$ cat src/rtl/sipo_deserializer_pkg.sv
`default_nettype none
// ============================================================================
//  Module   : sipo_deserializer_pkg
//  Purpose  : Shared types and constants for the SIPO deserializer slice.
//             - fill_state_t : word-fill FSM encoding (S_IDLE / S_FILL)
//             - C_DEFAULT_WIDTH : default word width in bits
//  Revision : 1.0  initial release
// ============================================================================
package sipo_deserializer_pkg;

    localparam int C_DEFAULT_WIDTH = 8;

    // Fill FSM: IDLE while no bits of the current word have arrived,
    // FILL while a partial word is being collected.
    typedef enum logic [0:0] {
        S_IDLE = 1'b0,
        S_FILL = 1'b1
    } fill_state_t;

endpackage : sipo_deserializer_pkg
`default_nettype wire

$ cat src/rtl/sipo_deserializer_dff_sr.sv
`default_nettype none
// ============================================================================
//  Module   : dff_sr
//  Purpose  : One-bit rising-edge D flip-flop with synchronous active-high
//             reset. Storage primitive for every state bit of the deserializer.
//  Ports    : Q (out) stored bit, C (in) clock, R (in) sync reset, D (in) data
//  Revision : 1.0  initial release
// ============================================================================
module dff_sr (
    output logic Q,
    input  logic C,
    input  logic R,
    input  logic D
);

    always_ff @(posedge C) begin
        if (R) begin
            Q <= 1'b0;
        end else begin
            Q <= D;
        end
    end

endmodule : dff_sr
`default_nettype wire

$ cat src/rtl/sipo_deserializer.sv
`default_nettype none
// ============================================================================
//  Module   : sipo_deserializer
//  Purpose  : Serial-in/parallel-out deserializer. Collects WIDTH serial bits
//             into a word and presents it on a holding register (PQ/PV) that
//             keeps the word until the consumer accepts it (PA).
//  Ports    : C   (in)  clock, rising edge
//             R   (in)  synchronous active-high reset
//             SI  (in)  serial data bit
//             SE  (in)  shift enable; SI sampled only when SE=1
//             PA  (in)  consumer accept, meaningful while PV=1
//             PQ  (out) held parallel word
//             PV  (out) PQ holds an unaccepted word
//             OVR (out) sticky overrun (cleared only by R)
//             CNT (out) bits received into the current partial word
//  Revision : 1.0  initial release
// ============================================================================
module sipo_deserializer
    import sipo_deserializer_pkg::*;
#(
    parameter int WIDTH     = C_DEFAULT_WIDTH,
    parameter bit MSB_FIRST = 1'b1
) (
    input  logic                     C,
    input  logic                     R,
    input  logic                     SI,
    input  logic                     SE,
    input  logic                     PA,
    output logic [WIDTH-1:0]         PQ,
    output logic                     PV,
    output logic                     OVR,
    output logic [$clog2(WIDTH)-1:0] CNT
);

    localparam int C_CNT_W = $clog2(WIDTH);
    localparam logic [C_CNT_W-1:0] C_CNT_LAST = C_CNT_W'(WIDTH - 1);

    // Flop outputs
    logic [WIDTH-1:0]   r_sr;
    logic [WIDTH-1:0]   r_pq;
    logic [C_CNT_W-1:0] r_cnt;
    logic               r_pv;
    logic               r_ovr;
    logic               r_state;

    // Flop inputs / combinational helpers
    logic [WIDTH-1:0]   w_sr_d;
    logic [WIDTH-1:0]   w_pq_d;
    logic [C_CNT_W-1:0] w_cnt_d;
    logic               w_pv_d;
    logic               w_ovr_d;
    fill_state_t        w_state;
    fill_state_t        w_state_d;
    logic [WIDTH-1:0]   w_word;
    logic               w_last_bit;
    logic               w_complete;

    // ------------------------------------------------------------------
    // Storage: every state bit is a dff_sr instance
    // ------------------------------------------------------------------
    genvar gi;
    generate
        for (gi = 0; gi < WIDTH; gi++) begin : g_sr
            dff_sr u_sr (.Q(r_sr[gi]), .C(C), .R(R), .D(w_sr_d[gi]));
        end
        for (gi = 0; gi < WIDTH; gi++) begin : g_pq
            dff_sr u_pq (.Q(r_pq[gi]), .C(C), .R(R), .D(w_pq_d[gi]));
        end
        for (gi = 0; gi < C_CNT_W; gi++) begin : g_cnt
            dff_sr u_cnt (.Q(r_cnt[gi]), .C(C), .R(R), .D(w_cnt_d[gi]));
        end
    endgenerate

    dff_sr u_pv    (.Q(r_pv),    .C(C), .R(R), .D(w_pv_d));
    dff_sr u_ovr   (.Q(r_ovr),   .C(C), .R(R), .D(w_ovr_d));
    dff_sr u_state (.Q(r_state), .C(C), .R(R), .D(w_state_d));

    assign w_state = fill_state_t'(r_state);

    // ------------------------------------------------------------------
    // Shift direction: the shifted value including the current SI is also
    // the completed word, so a word is available on the edge of its last bit.
    // ------------------------------------------------------------------
    generate
        if (MSB_FIRST) begin : g_msb_first
            assign w_word = {r_sr[WIDTH-2:0], SI};
        end else begin : g_lsb_first
            assign w_word = {SI, r_sr[WIDTH-1:1]};
        end
    endgenerate

    assign w_last_bit = (r_cnt == C_CNT_LAST);
    assign w_complete = SE & w_last_bit;

    // ------------------------------------------------------------------
    // Next-state logic
    // ------------------------------------------------------------------
    always_comb begin
        w_sr_d    = r_sr;
        w_cnt_d   = r_cnt;
        w_state_d = w_state;
        w_pq_d    = r_pq;
        w_pv_d    = r_pv;
        w_ovr_d   = r_ovr;

        if (SE) begin
            w_sr_d = w_word;
            if (w_last_bit) begin
                w_cnt_d   = '0;
                w_state_d = S_IDLE;
            end else begin
                w_cnt_d   = r_cnt + C_CNT_W'(1);
                w_state_d = S_FILL;
            end
        end

        if (w_complete) begin
            // A held word may be replaced only if it is being accepted on
            // this very edge; otherwise the new word is lost.
            if (!r_pv || PA) begin
                w_pq_d = w_word;
                w_pv_d = 1'b1;
            end else begin
                w_ovr_d = 1'b1;
            end
        end else if (PA && r_pv) begin
            w_pv_d = 1'b0;
        end
    end

    assign PQ  = r_pq;
    assign PV  = r_pv;
    assign OVR = r_ovr;
    assign CNT = r_cnt;

endmodule : sipo_deserializer
`default_nettype wire

$ cat config.mk
export PLATFORM = sky130hd
export DESIGN_NAME = sipo_deserializer
export DESIGN_NICKNAME = d
export VERILOG_FILES = /design/src/rtl/sipo_deserializer_pkg.sv /design/src/rtl/sipo_deserializer_dff_sr.sv /design/src/rtl/sipo_deserializer.sv
export SDC_FILE = /design/constraint.sdc
export NUM_CORES = 1
export LEC_CHECK = 0
export CORE_UTILIZATION = 40
export CTS_BUF_LIST = sky130_fd_sc_hd__clkbuf_16
export DETAILED_ROUTE_END_ITERATION = 8
export HOLD_SLACK_MARGIN = 0.05
export SLEW_MARGIN = 20
export SYNTH_ARGS = -nofsm -noshare
export SYNTH_HDL_FRONTEND = slang
export SYNTH_SLANG_ARGS = --single-unit
$ cat constraint.sdc
create_clock -name C -period 1.3 [get_ports C]
set_input_delay 0.26 -clock C [delete_from_list [all_inputs] [get_ports C]]
set_output_delay 0.26 -clock C [all_outputs]
set_load 0.01 [all_outputs]
==> impl_results.md <==
- Post-synth top area share: 42.4%
- Post-CTS Hold Buffers: 0
- Cell Pwr Density: 1310 nW/um^2
- DR iter-0 viols: 10
- Crit path kind: flip-flop to output pin
- Port Buf Inserts: 17
- Worst EP arrival: 0.99 ns
- CP startpoint kind: flip-flop
- Clock sink count: 20
- Num ports: 18
- Nets: 110
- GR Util met1: 15.7%
- Slew margin rel.: 86.9%
- Gr usage total: 12.9%
- CP Data Required Time: 1.04 ns
- Root buf cell: clkbuf_16
- Post-synthesis sequential area ratio: 42.4%
- Initial antenna violation count: 0
- Drt pass-1 iters: 4
- Final Hold Viols: 0
- Vias in the first global route: 567
- Ant diodes: 0
- Post-Synthesis Cells: 91
- GR peak layer: met2
- Clk buf depth: 2
- Final ANT Viol Nets: 0
- CTS tree: built
- Period utilization: 95.9%
- Global-route wire length before repair: 2420 um
- Global routing usage on met2: 20.2%
- Crit end category: output pin
- Synthesized flop and latch total: 20
- Chip width: 50.6 um
- Total core area: 2210 um^2
- Via count: 594
- Starting Density: 42.7%
- Yosys top cell by area: dfxtp_1
- Total CTS buffers: 3
- # setup viols final: 0
- Post-synth cell types: 14
- Clk slew on worst S/H paths: 0.05 ns
- Max-cap viol count: 0
- Setup ws final: 0.0534 ns
- P_leak: 0.516 nW
- Syn_nets: 98
- Mapped Area: 945 um^2
- Top cells by area, synth: dfxtp_1 42%, mux2i_1 18%, nand2b_1 11%
- Status: complete, no violations
- Layout cells sized above 1: 17.6%
- Ys Warns: 0
- Minimum clock period: 1.25 ns
- Die area: 2560 um^2
- Clk_skew: 0.00323 ns
- Later-pin clock latency in the skew report: 0.25 ns
- Area grow syn2layout: 26.4%
- Largest net degree at the start of global routing: 29
- Fin util: 54.0%
- GRT overflow: 0
- Worst VDD drop: 0.739 mV
- RSZ-0062 raised after global routing: false
- WL per Instance: 10.7 um
- Worst Path Max Fanout: 3
- Vias/cell: 4.57
- Met3 GRT Util: 2.73%
- Routed wire length: 1390 um
- Hold Path Class: flip-flop to flip-flop
- Highest clock rate: 0.802 GHz
- Dpl ws: -0.126 ns
- H-tree depth: 1
- Fin. max-slew vios: 0
- Std-Cell Rows: 17
- Gpl congestion: 0.721
- # DRC: 0
- Slew @ Worst Pin: 0.197 ns
- Syn avg cell area: 10.4 um^2
- Die span in y: 50.6 um
- Pwr Total: 0.00156 W
## per-stage QoR
stage | TNS [ns] | hold slack (ns) | cells | instance area, um^2
finish | 0 | 0.469 | 130 | 1190
global route | 0 | 0.504 | 130 | 1190
CTS | 0 | 0.473 | 130 | 1170
detailed placement | -1.23 | 0.460 | 125 | 1060
global placement | -1.12 | 0.458 | 125 | 1060
floorplan | 0 | 0.407 | 91 | 945
## critical path, stage by stage (launching register included)
cell,delay (ns)
dfxtp_2,0.33
buf_4,0.14
dlygate4sd2_1,0.27
## per-layer routing
layer	part of all wire, %	routed length, um
met5	0	0
met4	1.0	14
met3	3.9	54
met2	48	665
met1	47	657
## what timing repair did
item                       in CTS  in global routing
pin swaps                       1                  1
setup endpoints to repair      19                  8
resized for setup              17                  3
buffers inserted                1                  0
hold endpoints to repair        0                  0
## sequential cells by signal, summed over array words and instances, names as in the netlist
signal         flops
g_cnt.u_cnt.Q      3
g_pq.u_pq.Q        8
g_sr.u_sr.Q        7
u_pv.Q             1
u_ovr.Q            1
## cells in the final DEF (no fill, tap or decap)
cell type / synthesis / layout
a31oi_1: 1 / 1
nand2b_1: 16 / 16
dfxtp_2: 0 / 2
mux2i_1: 17 / 17
dfxtp_1: 20 / 18
buf_4: 12 / 5
ha_4: 0 / 2
nand3b_1: 1 / 1
nand2b_2: 1 / 1
nor2_1: 12 / 12
clkdlybuf4s50_1: 0 / 4
bufinv_16: 0 / 1
nor2_8: 1 / 1
dlygate4sd2_1: 0 / 13
buf_12: 0 / 1
clkbuf_16: 0 / 3
a21oi_1: 2 / 2
and2b_4: 1 / 1
nand2_4: 0 / 1
## worst paths after layout
path	end	start	depth (start not counted)	slack [ns]
setup / recovery	CNT[0]	g_cnt[0].u_cnt.Q	2	0.05
hold / removal	u_ovr.Q	u_ovr.Q	2	0.47
setup reg to reg	g_pq[6].u_pq.Q	g_cnt[1].u_cnt.Q	5	0.11
hold reg to reg	u_ovr.Q	u_ovr.Q	2	0.47
## power breakdown
group | switching (W) | internal (W) | total (W)
clock | 0.000222 | 0.000610 | 0.000832
sequential | 0.00000923 | 0.000624 | 0.000633
combinational | 0.0000391 | 0.0000552 | 0.0000943
## cell usage after synthesis
| cell | number |
|---|---|
| nor2_1 | 12 |
| a31oi_1 | 1 |
| nor2_8 | 1 |
| mux2i_1 | 17 |
| buf_4 | 12 |
| nand2b_2 | 1 |
| nand2b_1 | 16 |
| a21oi_1 | 2 |
| buf_6 | 4 |
| ha_1 | 2 |
| nand2_2 | 1 |
| and2b_4 | 1 |
| nand3b_1 | 1 |
| dfxtp_1 | 20 |
## area by class of cell
| class | count | area (um^2) |
|---|---|---|
| multi-input combinational | 55 | 439 |
| fill | 216 | 1020 |
| tap | 28 | 35.0 |
| sequential | 20 | 403 |
| clock inverter | 1 | 30.0 |
| timing repair buffer | 23 | 211 |
| clock buffer | 3 | 75.1 |
## logic make-up (layout without fill, tap and decap cells)
kind of cell,count (synthesis),count (layout),share of synthesized area (%)
AOI/OAI and AO/OA,3,3,1.72
adders and majority gates,2,2,2.65
buffers and inverters,16,27,14.3
DFF,20,20,42.4
muxes,17,17,18.0
and+or+nand+nor,33,33,20.9
No activity file was read; power rests on OpenSTA's default activity.
